===== src/rtl/io_gpio_pkg.sv =====
// io_gpio_pkg: register offsets and address helper shared by the GPIO block
package io_gpio_pkg;

  localparam int REG_IN         = 0;
  localparam int REG_OUT        = 1;
  localparam int REG_DIR        = 2;
  localparam int REG_IRQ_EN     = 3;
  localparam int REG_IRQ_MODE   = 4;
  localparam int REG_IRQ_POL    = 5;
  localparam int REG_IRQ_STATUS = 6;
  localparam int REG_OUT_TGL    = 7;
  localparam int REGS_PER_CH    = 8;

  function automatic int reg_addr(input int base, input int ch, input int off, input int wording);
    return base + (ch * REGS_PER_CH + off) * wording;
  endfunction

endpackage


===== src/rtl/io_gpio_sync.sv =====
// io_gpio_sync: per-channel input synchroniser with level/edge event generation
module io_gpio_sync #(
  parameter int data_width = 8,
  parameter int SyncStages = 2
) (
  input  logic                  clk_i,
  input  logic                  reset_ni,
  input  logic [data_width-1:0] gpio_i,
  input  logic [data_width-1:0] mode_i,
  input  logic [data_width-1:0] pol_i,
  input  logic                  arm_i,
  output logic [data_width-1:0] sync_o,
  output logic [data_width-1:0] event_o
);

  logic [data_width-1:0] r_sync [SyncStages];
  logic [data_width-1:0] r_prev;
  logic [data_width-1:0] w_edge;
  logic [data_width-1:0] w_level;

  // synchroniser chain plus one extra flop holding the previous synchronised value
  always_ff @(posedge clk_i or negedge reset_ni) begin
    if (!reset_ni) begin
      for (int i = 0; i < SyncStages; i++) r_sync[i] <= '0;
      r_prev <= '0;
    end else begin
      r_sync[0] <= gpio_i;
      for (int i = 1; i < SyncStages; i++) r_sync[i] <= r_sync[i-1];
      r_prev <= r_sync[SyncStages-1];
    end
  end

  assign sync_o  = r_sync[SyncStages-1];
  assign w_edge  = (sync_o & ~r_prev & ~pol_i) | (~sync_o & r_prev & pol_i);
  assign w_level = sync_o ^ pol_i;
  assign event_o = arm_i ? ((w_edge & mode_i) | (w_level & ~mode_i)) : '0;

endmodule


===== src/rtl/io_gpio.sv =====
// io_gpio: multi-channel GPIO with per-bit direction, toggle and sticky IRQ status
module io_gpio
  import io_gpio_pkg::*;
#(
  parameter int BaseAddress     = 0,
  parameter int address_width   = 16,
  parameter int data_width      = 8,
  parameter int Address_Wording = 1,
  parameter int NumChannels     = 2,
  parameter int SyncStages      = 2
) (
  input  logic                              clk_i,
  input  logic                              reset_ni,
  input  logic [address_width-1:0]          address_i,
  input  logic [data_width-1:0]             data_i,
  output logic [data_width-1:0]             data_o,
  input  logic                              rd_wr_i,
  output logic                              take_controlr_o,
  output logic                              take_controlw_o,
  output logic                              irq_o,
  input  logic [NumChannels*data_width-1:0] gpio_i,
  output logic [NumChannels*data_width-1:0] gpio_o,
  output logic [NumChannels*data_width-1:0] gpio_oe_o
);

  localparam int ArmMax = SyncStages + 1;
  localparam int ArmW   = $clog2(ArmMax + 1);

  logic [data_width-1:0] r_out    [NumChannels];
  logic [data_width-1:0] r_dir    [NumChannels];
  logic [data_width-1:0] r_en     [NumChannels];
  logic [data_width-1:0] r_mode   [NumChannels];
  logic [data_width-1:0] r_pol    [NumChannels];
  logic [data_width-1:0] r_status [NumChannels];
  logic [data_width-1:0] w_in     [NumChannels];
  logic [data_width-1:0] w_event  [NumChannels];
  logic [7:0]            w_hit    [NumChannels];
  logic [data_width-1:0] w_rdata;
  logic [data_width-1:0] r_data;
  logic                  w_rhit;
  logic                  w_whit;
  logic                  w_irq;
  logic                  w_armed;
  logic                  r_take_r;
  logic                  r_take_w;
  logic                  r_irq;
  logic [ArmW-1:0]       r_arm;

  genvar c;
  generate
    for (c = 0; c < NumChannels; c++) begin : g_ch
      io_gpio_sync #(
        .data_width(data_width),
        .SyncStages(SyncStages)
      ) u_sync (
        .clk_i   (clk_i),
        .reset_ni(reset_ni),
        .gpio_i  (gpio_i[c*data_width +: data_width]),
        .mode_i  (r_mode[c]),
        .pol_i   (r_pol[c]),
        .arm_i   (w_armed),
        .sync_o  (w_in[c]),
        .event_o (w_event[c])
      );
      assign gpio_o[c*data_width +: data_width]    = r_out[c];
      assign gpio_oe_o[c*data_width +: data_width] = r_dir[c];
    end
  endgenerate

  // one comparator per channel register against its mapped bus address
  always_comb begin
    w_hit = '{default: '0};
    for (int ch = 0; ch < NumChannels; ch++)
      for (int r = 0; r < REGS_PER_CH; r++)
        w_hit[ch][r] = address_i == address_width'(reg_addr(BaseAddress, ch, r, Address_Wording));
  end

  // read mux, read/write claim and irq OR across all channels
  always_comb begin
    w_rdata = '0;
    w_rhit  = 1'b0;
    w_whit  = 1'b0;
    w_irq   = 1'b0;
    for (int ch = 0; ch < NumChannels; ch++) begin
      w_rdata = w_rdata
        | (w_hit[ch][REG_IN]         ? w_in[ch]     : '0)
        | (w_hit[ch][REG_OUT]        ? r_out[ch]    : '0)
        | (w_hit[ch][REG_DIR]        ? r_dir[ch]    : '0)
        | (w_hit[ch][REG_IRQ_EN]     ? r_en[ch]     : '0)
        | (w_hit[ch][REG_IRQ_MODE]   ? r_mode[ch]   : '0)
        | (w_hit[ch][REG_IRQ_POL]    ? r_pol[ch]    : '0)
        | (w_hit[ch][REG_IRQ_STATUS] ? r_status[ch] : '0);
      w_rhit = w_rhit | (|w_hit[ch][REG_IRQ_STATUS:REG_IN]);
      w_whit = w_whit | (|w_hit[ch][REG_OUT_TGL:REG_OUT]);
      w_irq  = w_irq | (|(r_status[ch] & r_en[ch]));
    end
  end

  assign w_armed = r_arm == ArmW'(ArmMax);

  // arm counter masks events while the synchronisers fill after reset
  always_ff @(posedge clk_i or negedge reset_ni) begin
    if (!reset_ni) r_arm <= '0;
    else if (!w_armed) r_arm <= r_arm + ArmW'(1);
  end

  // channel registers; status set takes priority over write-1-to-clear
  always_ff @(posedge clk_i or negedge reset_ni) begin
    if (!reset_ni) begin
      for (int ch = 0; ch < NumChannels; ch++) begin
        r_out[ch]    <= '0;
        r_dir[ch]    <= '0;
        r_en[ch]     <= '0;
        r_mode[ch]   <= '0;
        r_pol[ch]    <= '0;
        r_status[ch] <= '0;
      end
    end else begin
      for (int ch = 0; ch < NumChannels; ch++) begin
        if (rd_wr_i && w_hit[ch][REG_OUT]) r_out[ch] <= data_i;
        else if (rd_wr_i && w_hit[ch][REG_OUT_TGL]) r_out[ch] <= r_out[ch] ^ data_i;
        if (rd_wr_i && w_hit[ch][REG_DIR]) r_dir[ch] <= data_i;
        if (rd_wr_i && w_hit[ch][REG_IRQ_EN]) r_en[ch] <= data_i;
        if (rd_wr_i && w_hit[ch][REG_IRQ_MODE]) r_mode[ch] <= data_i;
        if (rd_wr_i && w_hit[ch][REG_IRQ_POL]) r_pol[ch] <= data_i;
        r_status[ch] <= (r_status[ch] & ~((rd_wr_i && w_hit[ch][REG_IRQ_STATUS]) ? data_i : '0)) | w_event[ch];
      end
    end
  end

  // registered bus response and interrupt
  always_ff @(posedge clk_i or negedge reset_ni) begin
    if (!reset_ni) begin
      r_data   <= '0;
      r_take_r <= 1'b0;
      r_take_w <= 1'b0;
      r_irq    <= 1'b0;
    end else begin
      r_data   <= rd_wr_i ? '0 : w_rdata;
      r_take_r <= !rd_wr_i && w_rhit;
      r_take_w <= rd_wr_i && w_whit;
      r_irq    <= w_irq;
    end
  end

  assign data_o          = r_data;
  assign take_controlr_o = r_take_r;
  assign take_controlw_o = r_take_w;
  assign irq_o           = r_irq;

endmodule


===== config.mk =====
export PLATFORM = sky130hd
export DESIGN_NAME = io_gpio
export DESIGN_NICKNAME = d
export VERILOG_FILES = /design/src/rtl/io_gpio_pkg.sv /design/src/rtl/io_gpio_sync.sv /design/src/rtl/io_gpio.sv
export SDC_FILE = /design/constraint.sdc
export NUM_CORES = 1
export LEC_CHECK = 0
export CORE_MARGIN = 3
export CORE_UTILIZATION = 60
export DETAILED_ROUTE_END_ITERATION = 10
export GPL_TIMING_DRIVEN = 0
export PLACE_DENSITY_LB_ADDON = 0.15
export SYNTH_ARGS = -nofsm -noshare
export SYNTH_HDL_FRONTEND = slang
export SYNTH_HIERARCHICAL = 1
export SYNTH_SLANG_ARGS = --single-unit

===== constraint.sdc =====
create_clock -name clk_i -period 3.92 [get_ports clk_i]
set_input_delay 1.176 -clock clk_i [delete_from_list [all_inputs] [get_ports clk_i]]
set_output_delay 1.176 -clock clk_i [all_outputs]
set_load 0.05 [all_outputs]

==> metrics.md, run 1 <==
| Metric | Value |
|---|---|
| Die footprint | 13700 um2 |
| Final instance area | about 9000 um2 |
| Ys Warns | 6 |
| Final setup vio count | 0 |
| Clock skew | 0.00599 ns |
| Hold-fix buffer count after cts | 0 |
| Proportion of layout cells with a drive suffix above 1 | between 20% and 30% |
| Worst slew margin | slightly below 30% |
| Starting Density | between 60% and 70% |
| Initial antenna violation count | 0 |
| Static Leak | roughly 3.9 nW |
| Commonest cells post-synth | dfrtp_1, mux2_2, clkbuf_1 |
| CTS Buf Count | 17 |
| Post-cts repair resize count | 0 |
| Leading register cell type out of synthesis | dfrtp_1 |
| Hold path endpoint | g_ch[1].u_sync/sync_o[4]$_DFF_PN0_ |
| Reg2reg setup slack | roughly 2.1 ns |
| Chip width | 117 um |
| IO Pins | 86 |
| Total Wirelength | 20500 um |
| First-pass GRT wire length | 31500 um |
| Status | completed |
| Largest net degree at the start of global routing | between 80 and 90 |
| CP endpoint kind | flip-flop |
| Final ANT Viol Nets | 0 |
| P_sw | 0.827 mW |
| Root Buffer | clkbuf_16 |
| H-tree levels | 4 |
| Design Power | 3.57 mW |
| Clk buf depth | 2 |
| Final Slew Violations | 0 |
| Post-CTS setup repair buffer count | 0 |
| Unrepaired setup endpoints after global routing | no |
| Tmin final | 3.45 ns |
| Vias | 5644 |
| Syn Inst Count | 602 |
| DRT iter0 DRCs | 667 |
| Filler instances | 754 |
| Inserted Diodes | 0 |
| Slew @ Worst Pin | between 1 and 1.5 ns |
| Mapped Area | 7380 um2 |
| Ys async rst share | 100% |
| #FFs+latches synth | 157 |
| Post-Syn Area per Cell | 12.3 um2 |
| Core Footprint | 11700 um2 |
| DRC Markers | 0 |
| Top-area cell type share of the netlist area | a little over half |
| Vias in the first global route | 5744 |
| I/O Buffers | 84 |
| Hold depth | 0 |
| Largest area contributor in the netlist | dfrtp_1 |
| Final Cycle Share | around 88% |
| Peak supply drop | 0.360 mV |
| GP Congestion | ~0.93 |
| Die Span Y | 117 um |
| Number of flops mapped to enable cells by yosys | 0 |
| Flop pwr share | 46.6% |
| Final hold viol count | 0 |
| Area grow syn2layout | 22.4% |
| WL/cell | between 20 and 25 um |
| DP Worst Slack | 0.125 ns |
| Row count | 39 |
| Distinct cell type count after synthesis | 50 |
| Combinational share of power | 7.1% |
| Pint | 2.74 mW |
| GRT Overall Usage | 31.1% |
| Total grt overflow | 0 |
| R2R Path Start | r_arm[0]$_DFFE_PN0N_ |
| Most frequent cell after synthesis | dfrtp_1 |
| Critical path type | in2reg |
| Req. time, crit path | ~4.2 ns |
| Achievable Freq | 290 MHz |
| Clk Latency, worst-skew pair | around 0.42 ns |
| R2R depth | 5 |
| Sequential area share after synthesis | between 50% and 60% |
| Dpl cell area | 8430 um2 |
| Clk sinks | 157 |
| Clock power frac | 46.3% |
| Max Cap Viol | 0 |
| Pwr/cell area | 396 nW/um2 |
| Final setup margin | 0.470 ns |
| Synth Net Count | about 650 |
| Cells taking the most area after synthesis | dfrtp_1, mux2_2, xor2_1 |
| CTS tree | built |
| Worst EP arrival | 3.74 ns |
| Clock transition at path regs | 0.06 ns |
| Setup_tns | 0 ns |
| 1st-pass router iterations | 6 |
| Final HPWL DP | 14600 um |
| Crit Path Max Fanout | 10 |
| CP startpoint kind | primary input |
| Via density | 6.55 |
| Reg2reg end | r_status[10]$_DFF_PN0_ |
| Final nets | 750 |
| Hold_sp | g_ch[1].u_sync/r_sync[12]$_DFF_PN0_ |
| Worst hold path class | reg2reg |
| Switch share | 23.2% |
## worst max-delay path, stage by stage
cell and delay [ns]:
clkdlybuf4s50_1 0.49, clkbuf_8 0.18, clkbuf_1 0.59, xnor2_1 0.41, clkbuf_1 0.47, nand4_1 0.23
xor2_1 0.19
## cells in the final DEF, fill, tap and decap left out, types with 8 or more instances in the layout
cell type        instances
nand3b_1                16
a22oi_1                  8
a21oi_1                 21
and4_1                   8
nor2_1                  10
clkdlybuf4s50_1         83
mux2_2                  78
o21ai_0                 18
a31oi_1                  8
nand4_1                 35
dfrtp_1                157
clkbuf_16               17
a21o_1                  23
clkbuf_1                36
mux2i_1                 10
buf_4                   16
xnor2_1                 16
nand2_1                 15
xor2_1                  30
## power groups by stage
| stage | combinational, mW | sequential (mW) | clock [mW] |
|---|---|---|---|
| after floorplan | 0.121 | 1.69 | 0 |
| after global placement | 0.240 | 1.69 | 0 |
| after detailed placement | 0.247 | 1.69 | 0 |
| after CTS | 0.249 | 1.67 | 1.66 |
| after global routing | 0.269 | 1.67 | 1.74 |
| final | 0.252 | 1.67 | 1.65 |
## kinds of logic after synthesis
| group | Yosys count | share of synthesized area (%) |
|---|---|---|
| AOI/OAI and AO/OA | 123 | 11.7 |
| xor gates and xnor gates | 46 | 5.46 |
| adders and majority gates | 1 | 0.170 |
| buffers and inverters | 64 | 4.44 |
| DFF | 157 | 53.3 |
| muxes | 91 | 13.9 |
| and+or+nand+nor | 120 | 11.1 |
## worst max path at each step
stage / start / end / slack [ns] / depth (start not counted)
after floorplan: address_i[9] / r_pol[14]$_DFFE_PN0P_ / 1.09 / 4
after global placement: reset_ni / g_ch[0].u_sync/r_prev[3]$_DFF_PN0_ / -4.31 / 1
after detailed placement: address_i[2] / data_o[5]$_DFF_PN0_ / 0.12 / 8
after CTS: address_i[9] / gpio_oe_o[13]$_DFFE_PN0P_ / 0.51 / 5
after global routing: address_i[9] / gpio_oe_o[14]$_DFFE_PN0P_ / 0.30 / 5
final: address_i[2] / gpio_o[12]$_DFFE_PN0P_ / 0.47 / 7
## metal layers
layer | up-vias | wire, um | GRT usage (%)
met5 | - | 0 | 0
met4 | 0 | 785 | 15.0
met3 | 54 | 1640 | 5.86
met2 | 320 | 9920 | 49.8
met1 | 2855 | 8190 | 41.2
li1 | 2415 | - | -
## per-stage QoR
stage	hold WS (ns)	cells	util (%)
CTS	0.348	862	77.1
global route	0.355	862	77.1
floorplan	0.331	602	-
global placement	0.332	829	71.7
finish	0.348	862	77.1
detailed placement	0.335	830	71.9
## cell type report
cell class                 count  area, um2  share of cell area (%)
buffer                        61        317                    3.51
clock buffer                  20        467                    5.17
clock inverter                12        134                    1.48
inverter                       3       11.3                   0.125
multi-input combinational    381       3120                    34.6
sequential                   157       3930                    43.5
tap                          143        179                    1.98
timing repair buffer          85        870                    9.63
Note: power is estimated with default switching activity, not from simulation.
==> run 2: changes to the inputs <==
--- a/config.mk
+++ b/config.mk
@@ -9,8 +9,8 @@
 export CORE_UTILIZATION = 60
 export DETAILED_ROUTE_END_ITERATION = 10
 export GPL_TIMING_DRIVEN = 0
+export MAX_ROUTING_LAYER = met4
 export PLACE_DENSITY_LB_ADDON = 0.15
 export SYNTH_ARGS = -nofsm -noshare
 export SYNTH_HDL_FRONTEND = slang
-export SYNTH_HIERARCHICAL = 1
 export SYNTH_SLANG_ARGS = --single-unit
==> metrics.md, run 2 <==
| Metric | Value |
|---|---|
| Status | completed |
| #FFs+latches synth | approximately 160 |
| Starting Density | 62.5% |
| Ys Warns | 0 |
| Cells taking the most area after synthesis | dfrtp_1, mux2_1, mux2_4 |
| Peak supply drop | between 0.5 and 0.6 mV |
| Static Leak | 3.77 nW |
| Largest net degree at the start of global routing | a little over 80 |
| Number of flops mapped to enable cells by yosys | 0 |
| Die footprint | between 10000 and 15000 um2 |
| Setup_tns | 0 ns |
| Top-area cell type share of the netlist area | 54.1% |
| Post-cts repair resize count | 0 |
| Final nets | 747 |
| CTS tree | built |
| Final ANT Viol Nets | 0 |
| Crit Path Max Fanout | 10 |
| Most frequent cells in the layout | dfrtp_1, clkdlybuf4s50_1, mux2_1 |
| Post-Synth Adder-Cell Area | 0.172% |
| Hold-fix buffer count after cts | 0 |
| Inserted Diodes | 0 |
| Largest area contributor in the netlist | dfrtp_1 |
| Worst hold path class | reg2reg |
| Synth Net Count | 642 |
| Distinct cell type count after synthesis | 57 |
| IO Pins | 86 |
| Clock transition at path regs | about 0.070 ns |
| Filler instances | around 760 |
| GP Congestion | 0.992 |
| 1st-pass router iterations | 5 |
| Mapped Area | 7260 um2 |
| Req. time, crit path | 4.23 ns |
| Die Span Y | 116 um |
| DRC Markers | 0 |
| Initial antenna violation count | 0 |
| CP endpoint kind | flip-flop |
| Sequential area share after synthesis | 54.1% |
| Design Power | around 3.6 mW |
| Most frequent cell after synthesis | dfrtp_1 |
| Final setup vio count | 0 |
| Tmin final | 3.34 ns |
| Clk sinks | 157 |
| Clk buf depth | 2 |
| Dpl cell area | 8320 um2 |
| CTS Buf Count | 17 |
| Critical path type | in2reg |
| Ys async rst share | 100% |
| WL/cell | 25.3 um |
| Xor and xnor area share after synthesis | 2.41% |
| Root Buffer | clkbuf_16 |
| Final Cycle Share | a little under nine tenths |
| Clk Latency, worst-skew pair | 0.43 ns |
| H-tree levels | 4 |
| Via density | between 6 and 7 |
| Post-CTS setup repair buffer count | 0 |
| Worst slew margin | between 20% and 30% |
| Multiplexer area fraction after synthesis | between 10% and 20% |
| Final hold viol count | 0 |
| Syn Inst Count | 598 |
| Area grow syn2layout | 23.1% |
| Commonest non-fill, non-tap cell in the layout | dfrtp_1 |
| Core Footprint | 11600 um2 |
| First-pass GRT wire length | ~34000 um |
| Vias in the first global route | 5862 |
| Final instance area | 8930 um2 |
| Leading register cell type out of synthesis | dfrtp_1 |
| Largest family of logic cells by synthesized area | compound AO/OA/AOI/OAI gates |
| Proportion of layout cells with a drive suffix above 1 | 12.7% |
| Total grt overflow | 0 |
| Achievable Freq | 300 MHz |
| Chip width | 116 um |
| Pwr/cell area | about 400 nW/um2 |
| I/O Buffers | 85 |
| GRT Overall Usage | 35.4% |
| DRT iter0 DRCs | 638 |
| Compound-Gate Fraction of Synth Area | approximately 15% |
| Clock skew | 0.00605 ns |
| Row count | 39 |
| CP startpoint kind | primary input |
| Slew @ Worst Pin | 1.12 ns |
| Max Cap Viol | 0 |
| Vias | 5819 |
| Commonest cells post-synth | dfrtp_1, mux2_1, o21ai_0 |
| Unrepaired setup endpoints after global routing | no |
| Post-synthesis simple-gate area fraction | 11.7% |
| Post-Syn Area per Cell | 12.1 um2 |
| Final Slew Violations | 0 |
| Worst EP arrival | between 3 and 4 ns |
| Total Wirelength | between 20000 and 25000 um |
| Final HPWL DP | about 15000 um |
-- run 2: cell families (layout without fill, tap and decap cells) --
family	after synthesis	in the layout
DFF	157	157
xor gates and xnor gates	20	20
and+or+nand+nor	124	124
buffers and inverters	61	179
AOI/OAI and AO/OA	158	158
muxes	77	77
adders and majority gates	1	1
-- run 2: stage by stage --
step | std cells | utilization, % | worst slack, ns | hold slack [ns]
floorplan | 598 | - | 1.15 | 0.331
global placement | 826 | 71.4 | -4.33 | 0.332
detailed placement | 827 | 71.6 | 0.235 | 0.337
CTS | 859 | 76.9 | 0.690 | 0.354
global route | 859 | 76.9 | 0.450 | 0.356
finish | 859 | 76.9 | 0.583 | 0.351
-- run 2: area by class of cell --
class,count,area [um2],area share [%]
timing repair buffer,86,880,9.85
tap,143,179,2.00
clock inverter,14,176,1.97
buffer,44,190,2.13
multi-input combinational,380,3080,34.4
inverter,17,63.8,0.714
sequential,157,3930,44.0
clock buffer,18,439,4.92
-- run 2: path summary, 6_finish.rpt --
check	start	cells after the start	end	slack, ns
max	address_i[3]	7	r_status[4]$_DFF_PN0_	0.58
min	g_ch[1].u_sync.r_sync[12]$_DFF_PN0_	0	g_ch[1].u_sync.sync_o[4]$_DFF_PN0_	0.35
max reg2reg	r_arm[0]$_DFFE_PN0N_	4	r_status[0]$_DFF_PN0_	2.10
min reg2reg	g_ch[1].u_sync.r_sync[12]$_DFF_PN0_	0	g_ch[1].u_sync.sync_o[4]$_DFF_PN0_	0.35
max in group asynchronous	reset_ni	2	r_mode[14]$_DFFE_PN0P_	2.35
min in group asynchronous	reset_ni	1	gpio_o[1]$_DFFE_PN0P_	0.77
-- run 2: worst max-delay path, cell delays in order --
cell,delay (ns)
clkdlybuf4s50_1,0.60
buf_2,0.24
buf_2,0.27
nand2_1,0.29
nor2_1,0.66
nand3_1,0.17
a22o_1,0.22
-- run 2: per-layer routing --
| layer | track usage, % | wire length (um) | vias to the layer above |
|---|---|---|---|
| li1 | - | - | 2477 |
| met3 | 8.72 | 2530 | 66 |
| met1 | 46.3 | 8250 | 2869 |
| met4 | 14.1 | 852 | 0 |
| met2 | 53.5 | 10100 | 407 |
| met5 | - | 0 | - |
-- run 2: where the power goes --
group / internal, mW / switching [mW] / leakage [nW]
sequential: 1.65 / 0.0205 / 1.95
combinational: 0.0796 / 0.139 / 1.52
clock: 0.980 / 0.712 / 0.299
total: 2.70 / 0.871 / 3.77
==> run 3: changes to the inputs <==
--- a/config.mk
+++ b/config.mk
@@ -6,7 +6,7 @@
 export NUM_CORES = 1
 export LEC_CHECK = 0
 export CORE_MARGIN = 3
-export CORE_UTILIZATION = 60
+export CORE_UTILIZATION = 56
 export DETAILED_ROUTE_END_ITERATION = 10
 export GPL_TIMING_DRIVEN = 0
 export MAX_ROUTING_LAYER = met4
==> constraint.sdc (replaced) <==
create_clock -name clk_i -period 4.1 [get_ports clk_i]
set_input_delay 1.23 -clock clk_i [delete_from_list [all_inputs] [get_ports clk_i]]
set_output_delay 1.23 -clock clk_i [all_outputs]
set_load 0.05 [all_outputs]
==> metrics.md, run 3 (synthesized netlist as in run 2, its figures left out) <==
| Metric | Value |
|---|---|
| Proportion of layout cells with a drive suffix above 1 | 12.0% |
| CP endpoint kind | flip-flop |
| IO Pins | between 80 and 90 |
| P_sw | between 0.7 and 0.8 mW |
| Final Cycle Share | 84.2% |
| Peak supply drop | about 0.32 mV |
| Most frequent cells in the layout | dfrtp_1, clkdlybuf4s50_1, clkbuf_1, mux2_1, o21ai_0 |
| Crit Path Max Fanout | 10 |
| Commonest non-fill, non-tap cell in the layout | dfrtp_1 |
| WL/cell | around 26 um |
| Critical path origin | address_i[11] |
| First-pass GRT wire length | 35100 um |
| Core Footprint | 12400 um2 |
| Clk sinks | 157 |
| Starting Density | 58.7% |
| I/O Buffers | 85 |
| Clk Latency, worst-skew pair | 0.44 ns |
| Most used cell, CP | clkbuf_1 |
| Die Span Y | 120 um |
| Critical path's top delay family | buffers and inverters |
| Total Wirelength | 23100 um |
| Slew @ Worst Pin | 1.14 ns |
| Fin Hold WS | 0.348 ns |
| Total grt overflow | 0 |
| Die footprint | 14400 um2 |
| Max incr delay on CP | just over 0.6 ns |
| Worst hold path class | reg2reg |
| Max Cap Viol | 0 |
| CTS tree | built |
| Tmin final | 3.45 ns |
| Filler instances | 867 |
| 1st-pass router iterations | 6 |
| Final ANT Viol Nets | 0 |
| Req. time, crit path | 4.42 ns |
| Root Buffer | clkbuf_16 |
| Area grow syn2layout | 22.5% |
| Design Power | roughly 3.3 mW |
| Vias | 5796 |
| Final HPWL DP | 16400 um |
| GRT Overall Usage | 34.1% |
| Flop pwr share | between 40 and 50% |
| Critical path type | in2reg |
| Static Leak | 3.73 nW |
| Post-cts repair resize count | 0 |
| Unrepaired setup endpoints after global routing | no |
| DRT iter0 DRCs | 800 |
| GP Congestion | 1.01 |
| H-tree levels | 4 |
| Chip width | 120 um |
| Final Slew Violations | 0 |
| Initial antenna violation count | 0 |
| Hold-fix buffer count after cts | 0 |
| Worst EP arrival | 3.78 ns |
| Post-layout util | a little under three quarters |
| Combinational share of power | 6.4% |
| Worst slew margin | 22.8% |
| Hold_sp | g_ch[1].u_sync.r_sync[12]$_DFF_PN0_ |
| WP buf/inv | 3 |
| Clock skew | 0.00583 ns |
| Clock transition at path regs | 0.06 ns |
| Pint | 2.50 mW |
| Clk buf depth | 2 |
| Achievable Freq | 290 MHz |
| Post-CTS setup repair buffer count | 0 |
| Largest net degree at the start of global routing | 93 |
| CP startpoint kind | primary input |
| Critical-path top delay cell | clkbuf_1 |
| Inserted Diodes | 0 |
| Cells along the critical path | clkdlybuf4s50_1 > nor4_4 > and4_1 > clkbuf_1 > clkbuf_1 > nand3_1 > a22o_1 |
| Pwr/cell area | 369 nW/um2 |
| Status | completed |
| Row count | 40 |
| Via density | 6.56 |
| Clock power frac | 45.1% |
| Final setup vio count | 0 |
| CTS Buf Count | 17 |
| Final hold viol count | 0 |
| Final nets | 747 |
| Switch share | between 20% and 30% |
| Vias in the first global route | 5747 |
| DRC Markers | 0 |
| R2R Path Start | r_arm[0]$_DFFE_PN0N_ |
run 3: power by group through the flow:
stage	logic, mW	clock network (mW)	registers [mW]
after floorplan	0.0862	0	1.61
after global placement	0.200	0	1.62
after detailed placement	0.208	0	1.62
after CTS	0.210	1.48	1.59
after global routing	0.227	1.56	1.59
final	0.211	1.48	1.59
run 3: layout make-up:
type,instances,area [um2],area share (%)
repair buffers,86,880,9.89
plain buffers,44,190,2.14
clock inverters,9,87.6,0.985
inverters,17,63.8,0.717
well taps,168,210,2.36
flip-flops and latches,157,3930,44.2
clock buffers,23,458,5.15
multi-input cells,380,3080,34.6
run 3: worst paths after layout:
kind / to / slack, ns / cells past startpoint
max: r_status[5]$_DFF_PN0_ / 0.65 / 7
min: g_ch[1].u_sync.sync_o[4]$_DFF_PN0_ / 0.35 / 0
max reg2reg: r_status[13]$_DFF_PN0_ / 2.19 / 4
min reg2reg: g_ch[1].u_sync.sync_o[4]$_DFF_PN0_ / 0.35 / 0
max in group asynchronous: r_status[13]$_DFF_PN0_ / 2.48 / 2
min in group asynchronous: gpio_o[0]$_DFFE_PN0P_ / 0.77 / 1
run 3: per-layer routing:
metal  up-vias  part of all wire [%]  global-route usage [%]
met3        56                   9.7                    9.33
met1      2908                    41                    45.3
li1       2469                     -                       -
met5         -                     0                       -
met4         0                   2.9                    11.2
met2       363                    47                    51.3
run 3: metrics by stage:
step                worst slack [ns]  area [um2]  std cells  TNS, ns
floorplan                       1.27        7260        598        0
global placement               -4.22        8320        851  -661.82
detailed placement             0.275        8350        852        0
CTS                            0.719        8890        884        0
global route                   0.549        8890        884        0
finish                         0.646        8890        884        0
run 3: worst reg2reg max path, delay by kind of cell, from the launching register on:
| family | cells | cell delay [ns] |
|---|---|---|
| compound gates | 1 | 0.27 |
| fa+ha+maj | 1 | 0.15 |
| flops | 1 | 0.36 |
| buf+inv | 2 | 1.07 |
